===== config.mk =====
export PLATFORM = sky130hd
export DESIGN_NAME = fifo_bulk_rd_ctrl
export DESIGN_NICKNAME = d
export VERILOG_FILES = /design/src/rtl/fifo_bulk_rd_ctrl.sv
export SDC_FILE = /design/constraint.sdc
export NUM_CORES = 1
export LEC_CHECK = 0
export ABC_AREA = 1
export CAP_MARGIN = 20
export CORE_UTILIZATION = 51
export DETAILED_ROUTE_END_ITERATION = 10
export HOLD_SLACK_MARGIN = 0.15
export PLACE_DENSITY = 0.79
export RECOVER_POWER = 50
export SLEW_MARGIN = 0
export SYNTH_ARGS = -nofsm -noshare
export SYNTH_HDL_FRONTEND = slang
export SYNTH_SLANG_ARGS = --single-unit

===== constraint.sdc =====
create_clock -name rclk -period 1.65 [get_ports rclk]
set_input_delay 0.165 -clock rclk [delete_from_list [all_inputs] [get_ports rclk]]
set_output_delay 0.165 -clock rclk [all_outputs]
set_load 0.02 [all_outputs]

===== src/rtl/fifo_bulk_rd_ctrl.sv =====
// Read-side sequencer for the dual-clock FIFO. It pops fall-through data in
// fixed-length bursts and flushes residue or aborts starved bursts on a watchdog.
module fifo_bulk_rd_ctrl #(
  parameter int DSIZE          = 8,
  parameter int BULK_NUMBER    = 10,
  parameter int WATCHDOG_LIMIT = 100,
  parameter int CNT_W          = 16
) (
  input  logic             rclk,
  input  logic             rrst,
  input  logic             enable,
  input  logic             rempty,
  input  logic             arempty,
  input  logic [DSIZE-1:0] rdata,
  output logic             rinc,
  output logic             rinc_mem,
  output logic             out_valid,
  output logic [DSIZE-1:0] out_data,
  output logic             out_last,
  input  logic             out_ready,
  output logic             busy,
  output logic             flush_pulse,
  output logic             stall_timeout,
  output logic [CNT_W-1:0] burst_count
);

  localparam int BW = $clog2(BULK_NUMBER);
  localparam int WW = $clog2(WATCHDOG_LIMIT);
  localparam logic [BW-1:0] BEAT_LAST = BW'(BULK_NUMBER - 1);
  localparam logic [WW-1:0] WD_LAST   = WW'(WATCHDOG_LIMIT - 1);

  typedef enum logic [1:0] {IDLE, BURST, FLUSH} state_t;

  state_t           state, state_nxt;
  logic [BW-1:0]    beat_cnt, beat_nxt;
  logic [WW-1:0]    wd_cnt, wd_nxt;
  logic [WW-1:0]    stall_cnt, stall_nxt;
  logic [CNT_W-1:0] bcnt_nxt;
  logic             flush_nxt, stall_to_nxt;
  logic             hs;

  // Fall-through FIFO: data is already on rdata, so a pop is just the handshake.
  assign out_valid = (state == BURST || state == FLUSH) && !rempty;
  assign out_data  = rdata;
  assign hs        = out_valid && out_ready;
  assign rinc      = hs;
  assign rinc_mem  = hs;
  assign out_last  = out_valid && ((state == BURST && beat_cnt == BEAT_LAST) || state == FLUSH);
  assign busy      = (state != IDLE);

  always_ff @(posedge rclk) begin
    if (rrst) begin
      state         <= IDLE;
      beat_cnt      <= '0;
      wd_cnt        <= '0;
      stall_cnt     <= '0;
      burst_count   <= '0;
      flush_pulse   <= 1'b0;
      stall_timeout <= 1'b0;
    end else begin
      state         <= state_nxt;
      beat_cnt      <= beat_nxt;
      wd_cnt        <= wd_nxt;
      stall_cnt     <= stall_nxt;
      burst_count   <= bcnt_nxt;
      flush_pulse   <= flush_nxt;
      stall_timeout <= stall_to_nxt;
    end
  end

  always_comb begin
    state_nxt    = state;
    beat_nxt     = beat_cnt;
    wd_nxt       = wd_cnt;
    stall_nxt    = stall_cnt;
    bcnt_nxt     = burst_count;
    flush_nxt    = 1'b0;
    stall_to_nxt = 1'b0;
    case (state)
      IDLE: begin
        // A full burst worth of data wins over the residue watchdog.
        if (enable && !arempty) begin
          state_nxt = BURST;
          beat_nxt  = '0;
          stall_nxt = '0;
          wd_nxt    = '0;
        end else if (enable && !rempty) begin
          if (wd_cnt == WD_LAST) begin
            state_nxt = FLUSH;
            flush_nxt = 1'b1;
            wd_nxt    = '0;
          end else begin
            wd_nxt = wd_cnt + 1'b1;
          end
        end else begin
          wd_nxt = '0;
        end
      end
      BURST: begin
        if (hs) begin
          beat_nxt  = beat_cnt + 1'b1;
          stall_nxt = '0;
          if (beat_cnt == BEAT_LAST) begin
            state_nxt = IDLE;
            beat_nxt  = '0;
            bcnt_nxt  = burst_count + 1'b1;
          end
        end else if (rempty) begin
          // Only starvation counts; backpressure with data present holds.
          if (stall_cnt == WD_LAST) begin
            state_nxt    = IDLE;
            stall_to_nxt = 1'b1;
            stall_nxt    = '0;
          end else begin
            stall_nxt = stall_cnt + 1'b1;
          end
        end
      end
      FLUSH: begin
        if (rempty) state_nxt = IDLE;
      end
      default: state_nxt = IDLE;
    endcase
  end

endmodule


; ---- Word-level counts from Yosys, hierarchy flattened
; Cells that the tools add are included.
[word_totals]
reg_bits = 38
input_bits = 14
output_inout_bits = 31
word_cells = 70
[classes]
addsub = 4
eq_ne = 13
muxes = 23
n_bitwise = 4
reduce_logical = 19
[ops]
columns = op, n
row1 = 7-bit two-way mux, 7
row2 = 16-bit by 1-bit adder with 16-bit output (second input constant), 1
row3 = 2-bit two-way mux, 8
row4 = 7-bit by 1-bit adder with 7-bit output (second input constant), 2
row5 = 7-bit == test (second input constant), 2
row6 = 7-bit case mux with 2 select lines, 1
row7 = 4-bit two-way mux, 3
row8 = 3-bit inequality test (second input constant), 3
row9 = 3-bit AND reduction, 3
row10 = 4-bit case mux with 2 select lines, 1
row11 = 4-bit OR reduction, 2
row12 = 1-bit logical AND, 6
row13 = 2-bit inequality test (second input constant), 3
row14 = 3-bit by 2-bit inequality test with 1-bit output (second input constant), 2
row15 = 2-bit case mux with 3 select lines, 1
row16 = 6-bit AND reduction, 1
row17 = 4-bit by 1-bit adder with 4-bit output (second input constant), 1
row18 = 4-bit == test (second input constant), 1
row19 = 1-bit NOT, 4
row20 = 2-bit nonzero test, 2
row21 = 2-bit by 1-bit == test with 1-bit output (second input constant), 1
row22 = 2-bit == test (second input constant), 1
row23 = 1-bit logical NOT, 2
row24 = 2-bit logical NOT, 1
row25 = other kinds (2), 4

; ---- Logic depth before layout (Yosys ltp)
; Gate-level depths: netlist of the first run.
[logic_depth]
ltp_word = 6
depth_mapped = 11
ltp_nobuf = 11

; ---- Worst setup path after synthesis of the first run
; OpenSTA, ideal clock, no wires.
[synth_timing]
kind = register to register
from = register state[0]
to = register burst_count[12]
setup_ns = 0.116
arrival_ns = 1.489
required_ns = 1.534
path_slack_ns = 0.045
stages_incl_launch_ff = 10
path_buffers = 0
period_less_slack_ns = 1.605
cell_sequence = dfxtp_1 -> inv_1 -> ha_1 -> nand2_2 -> nor2_4 -> nand2_4 -> nor2_8 -> nand2_1 -> o21ai_0 -> nor2_1
[synth_between]
elab_chain_cells = 5
elab_cells_between_ends = 6
cone_classes = 2 x eq/ne / 4 x reduce/logical
[synth_rtl]
columns = element, line_no
row1 = from (decl), 34  ; state_t state, state_nxt;
row2 = from (signal assigned), 61  ; state <= state_nxt;
row3 = 2-bit by 1-bit == test with 1-bit output or 2-bit == test (tied branches), 43  ; assign out_valid = (state == BURST || state == FLUSH) && !rempty;
row4 = 1-bit logical OR (*), 43
row5 = 1-bit logical AND (*), 43
row6 = 1-bit logical AND (*), 45  ; assign hs = out_valid && out_ready;
row7 = named net rinc, 15  ; output logic rinc,
row8 = 3-bit AND reduction (no line) (*), n/a
row9 = to (signal assigned), 65  ; burst_count <= bcnt_nxt;
row10 = to (decl), 24  ; output logic [CNT_W-1:0] burst_count
; The timed path passes the listed nets; every way through them passes the cells marked *.
; A chain may end at the register's enable or synchronous reset.

; ---- Worst setup path after layout of the first run
[layout_timing]
from = register state[0]
to = register burst_count[15]
[layout_between]
elab_chain_cells = 5
elab_cells_between_ends = 6
cone_classes = 2 x eq/ne / 4 x reduce/logical
[layout_rtl]
columns = element, line_no
row1 = 2-bit by 1-bit == test with 1-bit output or 2-bit == test (tied branches), "43, 79"
row2 = 1-bit logical OR, 43
row3 = 1-bit logical AND, 43
row4 = 1-bit logical AND, 45
row5 = 3-bit AND reduction (no line) (*), n/a
; Mark *: on every way between the ends. The rest lies on a longest branch, timed or not.

==> results of run 1 <==
[worst reg2reg max path, delay by kind of cell (launching register included)]
family,cells,cell delay [ps]
adders and majority gates,1,270
and+or+nand+nor,8,730
buffers and inverters,2,180
DFF,1,350
[final cells by class]
| type | instances | area (µm²) | share of cell area |
|---|---|---|---|
| Multi-Input combinational cell | 221 | 1206 | 0.4420 |
| Sequential cell | 38 | 763.2 | 0.2797 |
| Timing Repair Buffer | 46 | 402.9 | 0.1476 |
| Inverter | 50 | 187.7 | 0.06878 |
| Clock buffer | 7 | 76.32 | 0.02797 |
| Tap cell | 50 | 62.56 | 0.02293 |
| Clock inverter | 1 | 30.03 | 0.01100 |
[power groups by stage]
stage               registers (mW)  clock network, mW  logic [mW]
finish                        1.01              0.777       0.901
global route                  1.01              0.826       0.996
CTS                          0.999              0.793       0.842
detailed placement            1.02                  0       0.861
global placement              1.01                  0       0.839
floorplan                     1.01                  0       0.584
[per-layer routing]
metal	global-route usage	part of all wire
met5	0	0
met4	0.08511	0.014
met3	0.06250	0.040
met2	0.4010	0.49
met1	0.2686	0.46
[what timing repair did]
action	CTS	global route
resized for setup	20	10
setup buffers	0	1
endpoints found under the setup margin	18	25
endpoints found under the hold margin	0	0
pin swaps	0	8
[cell usage in the layout (no fill, tap or decap), types with 6 or more instances in the layout]
cell type / n
nand4_1: 7
dlygate4sd3_1: 8
nor3_1: 6
nand2_1: 70
a21oi_1: 15
clkdlybuf4s50_1: 15
ha_1: 6
nand3_2: 6
nor2_1: 47
inv_2: 8
inv_1: 42
nand2_2: 6
o21ai_0: 11
dfxtp_1: 36
nand3_1: 18
buf_4: 17
[per-stage QoR]
step	hold slack, ps	setup TNS, ps
4_1_cts	330.1	0
2_1_floorplan	332.1	0
6_report	330.0	0
3_5_place_dp	330.1	-581.1
3_3_place_gp	330.1	-75.50
5_1_grt	330.0	-357.8
[worst max path at each step]
stage	to	slack (ps)
5_1_grt	burst_count[15]$_SDFFE_PP0P_	-100
3_5_place_dp	out_last	-110
3_3_place_gp	out_last	-40
2_1_floorplan	burst_count[12]$_SDFFE_PP0P_	50
6_report	burst_count[15]$_SDFFE_PP0P_	50
4_1_cts	burst_count[10]$_SDFFE_PP0P_	2
[state kept, by name, indices dropped and copies added, names as in the netlist]
| register | cells |
|---|---|
| beat_cnt | 4 |
| burst_count | 16 |
| flush_pulse | 1 |
| stall_cnt | 7 |
| stall_timeout | 1 |
| state | 2 |
| wd_cnt | 7 |
[cell families after synthesis]
logic type	after synthesis	share of synthesized area
AO/OA/AOI/OAI	35	0.08849
AND/OR/NAND/NOR	175	0.3840
flip-flops	38	0.3449
XOR/XNOR	3	0.01191
buffers and inverters	62	0.1254
adder cells (fa/ha/maj)	8	0.04538
==> metrics, run 1 <==
worst r2r dst burst_count[15]$_SDFFE_PP0P_; Post-synth EDFFs 0; top-area cell type share of the netlist area 0.3449; clk slew on worst S/H paths 80 ps; worst skew pair latency 290 ps; Synth Flop Type dfxtp_1; register area share after synthesis 0.3449; pin count of the biggest net entering global routing 14; largest cells by area after synthesis dfxtp_1, nand2_1, nor2_1, inv_1, ha_1; Mapped Cells 321; HP Class in2out; syn avg cell area 6.872 µm²; CTS HTree Levels 2; CTS Sinks 38; Vias/cell approximately 5.0; Placer Congestion 0.8871; Net Switching approximately 0.90 mW; wire length of the first global-routing pass slightly below 8000 µm; max incr delay on CP about 350 ps; fin crit period ~1600 ps; DRT Pass-1 Iters 4; antenna violations before repair 0; Syn Std Cell Area 2206 µm²; Final Hold Fails 0; register share of total power 0.375; cells on worst reg2reg path 11; Core Util, Final 0.6678; worst path buffer plus inverter count 2; FF+latch count, synth 38; final wirelength 4652 µm; Req. time, crit path around 1900 ps; delay-heaviest family, CP simple AND/OR/NAND/NOR gates; reg-to-reg startpoint state[0]$_SDFFE_PP0P_; Area Overhead vs Synth 23.71%; CP endpoint kind flop; Achievable Freq 625.7 MHz; Tot GR Track Use 0.2314; crit start category flop; vias in the first global route around 2000; TritonCTS clock tree yes; Final Setup Violations 0; GRT overflow 0; crit path cell chain inv_2 -> ha_4 -> nand2_4 -> nor2_4 -> buf_6 -> nand2_8 -> nor2_8 -> nand3_2 -> nand2_1 -> nand2_1 -> nor2_1; crit path kind reg2reg; Leakage ~1.2 nW; Commonest cells post-synth nand2_1, nor2_1, inv_1; vias post-DR approximately 2100; worst reg-to-reg setup slack ~52 ps; most used cell, CP nand2_1; FP Rows 23; Final Cell Area approximately 2700 µm²; Worst VDD drop 949.8 µV; Cell variety after synth 29; # diodes 0; slew at the pin closest to its max-slew limit around 460 ps; remaining antenna violation count 0; critical path arrival between 1500 and 2000 ps; Root Buffer clkbuf_8; hold path startpoint rdata[0]; logic gate share of total power 0.336; critical path's slowest cell dfxtp_2; status finished clean; CTS max path bufs 2; Cell Pwr Density a little under 1000 nW/µm²; switching share of power 0.3367; Die H between 60 and 70 µm; final worst setup slack 51.87 ps; CTS buffer count 5; wire per inst 11.26 µm; Async SR Flop Fraction 0; dpl cells 404; die area between 4000 and 5000 µm²; Max-Slew Margin vs Limit 0.6881; DRC Markers 0; Pins Over Slew Limit 0; Net Count, Synth around 340; top-count cell post-synth nand2_1; post-DP HPWL 3518 µm; fill count between 300 and 400; Setup Skew 6.198 ps; hold buffer count at CTS 0; port bufs 28; WHS Endpoint out_data[0]; starting density of the core 0.5398; Crit Path Max Fanout 7; Ys Warns 0; Max Cap Viol 0; iteration-0 DRC count of the detailed router 117; CP startpoint state[0]$_SDFFE_PP0P_; Non-Filler Instances 413; total core area approximately 4000 µm²; Die Wd slightly below 70 µm; Pint approximately 1.8 mW; Area after DPL around 2600 µm²; Clk pwr share 0.290; nets around 380; Final period util 0.9686; RSZ-0062 raised after global routing yes; Hold Path Depth 0; CP Depth 11; DP Worst Slack -110.3 ps; Overall Power 2.683 mW; I/O pins 45; largest area contributor in the netlist dfxtp_1; share of post-route cells with drive strength above 1 0.1763
Note: power is estimated with default switching activity, not from simulation.
==> inputs of run 2 (changes only) <==
--- a/config.mk
+++ b/config.mk
@@ -7,8 +7,9 @@
 export LEC_CHECK = 0
 export ABC_AREA = 1
 export CAP_MARGIN = 20
-export CORE_UTILIZATION = 51
+export CORE_UTILIZATION = 63
 export DETAILED_ROUTE_END_ITERATION = 10
+export DONT_BUFFER_PORTS = 1
 export HOLD_SLACK_MARGIN = 0.15
 export PLACE_DENSITY = 0.79
 export RECOVER_POWER = 50
==> metrics, run 2 (synthesis gave the netlist of run 1 again) <==
status finished clean (unchanged); clk slew on worst S/H paths 120 ps (was 80 ps); slew at the pin closest to its max-slew limit 493.0 ps (was 464.3 ps); crit start category flop (unchanged); most common cell after layout, fill and taps aside nand2_1 (unchanged); Hold Slack 174.4 ps (was 330.0 ps); Leakage 1.074 nW (was 1.226 nW); area of the multi-input gates 1209 µm² (was 1206 µm²); FP Rows 21 (was 23); GRT overflow 0 (unchanged); remaining antenna violation count 0 (unchanged); CTS max path bufs 2 (unchanged); Reg area 765.7 µm² (was 763.2 µm²); pin count of the biggest net entering global routing 13 (was 14); Req. time, crit path 1480 ps (was 1880 ps); Placer Congestion 0.8799 (was 0.8871); port bufs 0 (was 28); CTS HTree Levels 2 (unchanged); fill count 285 (was 356); nets 360 (was 384); DP Worst Slack 2.218 ps (was -110.3 ps); Max-Slew Margin vs Limit 0.6703 (was 0.6881); Root Buffer clkbuf_4 (was clkbuf_8); post-DP HPWL 3287 µm (was 3518 µm); total core area 3337 µm² (was 4086 µm²); Area Overhead vs Synth 10.21% (was 23.71%); Tot GR Track Use 0.2503 (was 0.2314); die area 3742 µm² (was 4592 µm²); crit path kind reg2out (was reg2reg); worst skew pair latency 360 ps (was 290 ps); Non-Filler Instances 385 (was 413); Biggest register burst_count (unchanged); I/O pins 45 (unchanged); HP Class in2reg (was in2out); Vias/cell 5.145 (was 5.034); Area after DPL 2287 µm² (was 2587 µm²); Largest regs burst_count: 16 flops, stall_cnt: 7 flops, wd_cnt: 7 flops (unchanged); Achievable Freq 619.6 MHz (was 625.7 MHz); final wirelength 4463 µm (was 4652 µm); final worst setup slack 36.10 ps (was 51.87 ps); Final Cell Area 2431 µm² (was 2729 µm²); CTS Sinks 38 (unchanged); Die H 61.17 µm (was 67.77 µm); Max Cap Viol 0 (unchanged); # diodes 0 (unchanged); wire length of the first global-routing pass 6927 µm (was 7948 µm); Crit Path Max Fanout 3 (was 7); Cell Pwr Density 984.3 nW/µm² (was 983.3 nW/µm²); Worst VDD drop 1020 µV (was 949.8 µV); critical path arrival 1450 ps (was 1830 ps); Die Wd 61.17 µm (was 67.77 µm); DRC Markers 0 (unchanged); CP endpoint kind output pin (was flop); Final Hold Fails 0 (unchanged); CTS buffer count 5 (unchanged); antenna violations before repair 0 (unchanged); vias post-DR 1981 (was 2079); commonest cells after routing, fill and taps aside nand2_1, nor2_1, inv_1, dfxtp_1, nand3_1 (unchanged); Pins Over Slew Limit 0 (unchanged); dpl cells 370 (was 404); Final period util 0.9781 (was 0.9686); TritonCTS clock tree yes (unchanged); TNS Setup 0 ps (unchanged); Final Setup Violations 0 (unchanged); max reg flops 16 (unchanged); fin crit period 1614 ps (was 1598 ps); share of post-route cells with drive strength above 1 0.1593 (was 0.1763); starting density of the core 0.6610 (was 0.5398); iteration-0 DRC count of the detailed router 92 (was 117); DRT Pass-1 Iters 4 (unchanged); vias in the first global route 1735 (was 1955); Setup Skew 12.17 ps (was 6.198 ps); RSZ-0062 raised after global routing yes (unchanged); wire per inst 11.59 µm (was 11.26 µm); Core Util, Final 0.7285 (was 0.6678); Overall Power 2.393 mW (was 2.683 mW)
## run 2: cell count changes in the layout (fill, tap and decap cells not counted), sizes merged
| cell | change |
|---|---|
| buf | -12 |
| bufinv | -1 |
| clkbuf | +8 |
| clkdlybuf4s15 | -1 |
| clkdlybuf4s50 | -15 |
| clkinv | +1 |
| clkinvlp | +1 |
| dlygate4sd2 | -1 |
| dlygate4sd3 | -4 |
## run 2: what timing repair did
item,CTS,global route
hold buffers,4,0
pin swaps,0,4
endpoints found under the setup margin,3,15
hold endpoints to repair,15,0
resized for setup,4,13
setup buffers,0,3
## run 2: worst max-delay path: stages, from the launching register on
cell	delay [ps]
dfxtp_2	370
inv_2	70
ha_4	280
nand2_4	60
nor2_4	160
buf_6	170
## run 2: final timing paths
kind                            slack, ps                   start                           end  cells after the start
worst min register to register        480  wd_cnt[6]$_SDFFE_PP0P_        wd_cnt[6]$_SDFFE_PP0P_                      2
worst max register to register         70   state[1]$_SDFFE_PP0P_  burst_count[12]$_SDFFE_PP0P_                      9
worst min-delay path                  170                    rrst  burst_count[13]$_SDFFE_PP0P_                      3
worst max-delay path                   40   state[1]$_SDFFE_PP0P_                      rinc_mem                      5
## run 2: power breakdown
part           switching [mW]  internal (mW)
Combinational           0.520          0.327
Sequential             0.0516          0.971
Clock                   0.318          0.205
## run 2: layout make-up
type / count / share of cell area
sequential: 38 / 0.3150
inverter: 50 / 0.07823
tap: 46 / 0.02367
clock buffer: 6 / 0.02110
timing repair buffer: 22 / 0.05970
multi-input combinational: 221 / 0.4972
clock inverter: 2 / 0.005147
## run 2: routing by layer
metal,wire length [µm],global-route usage,share of wire
met5,0,0,0
met4,75,0.1136,0.017
met3,176,0.05672,0.039
met2,2164,0.4224,0.48
met1,2046,0.3032,0.46
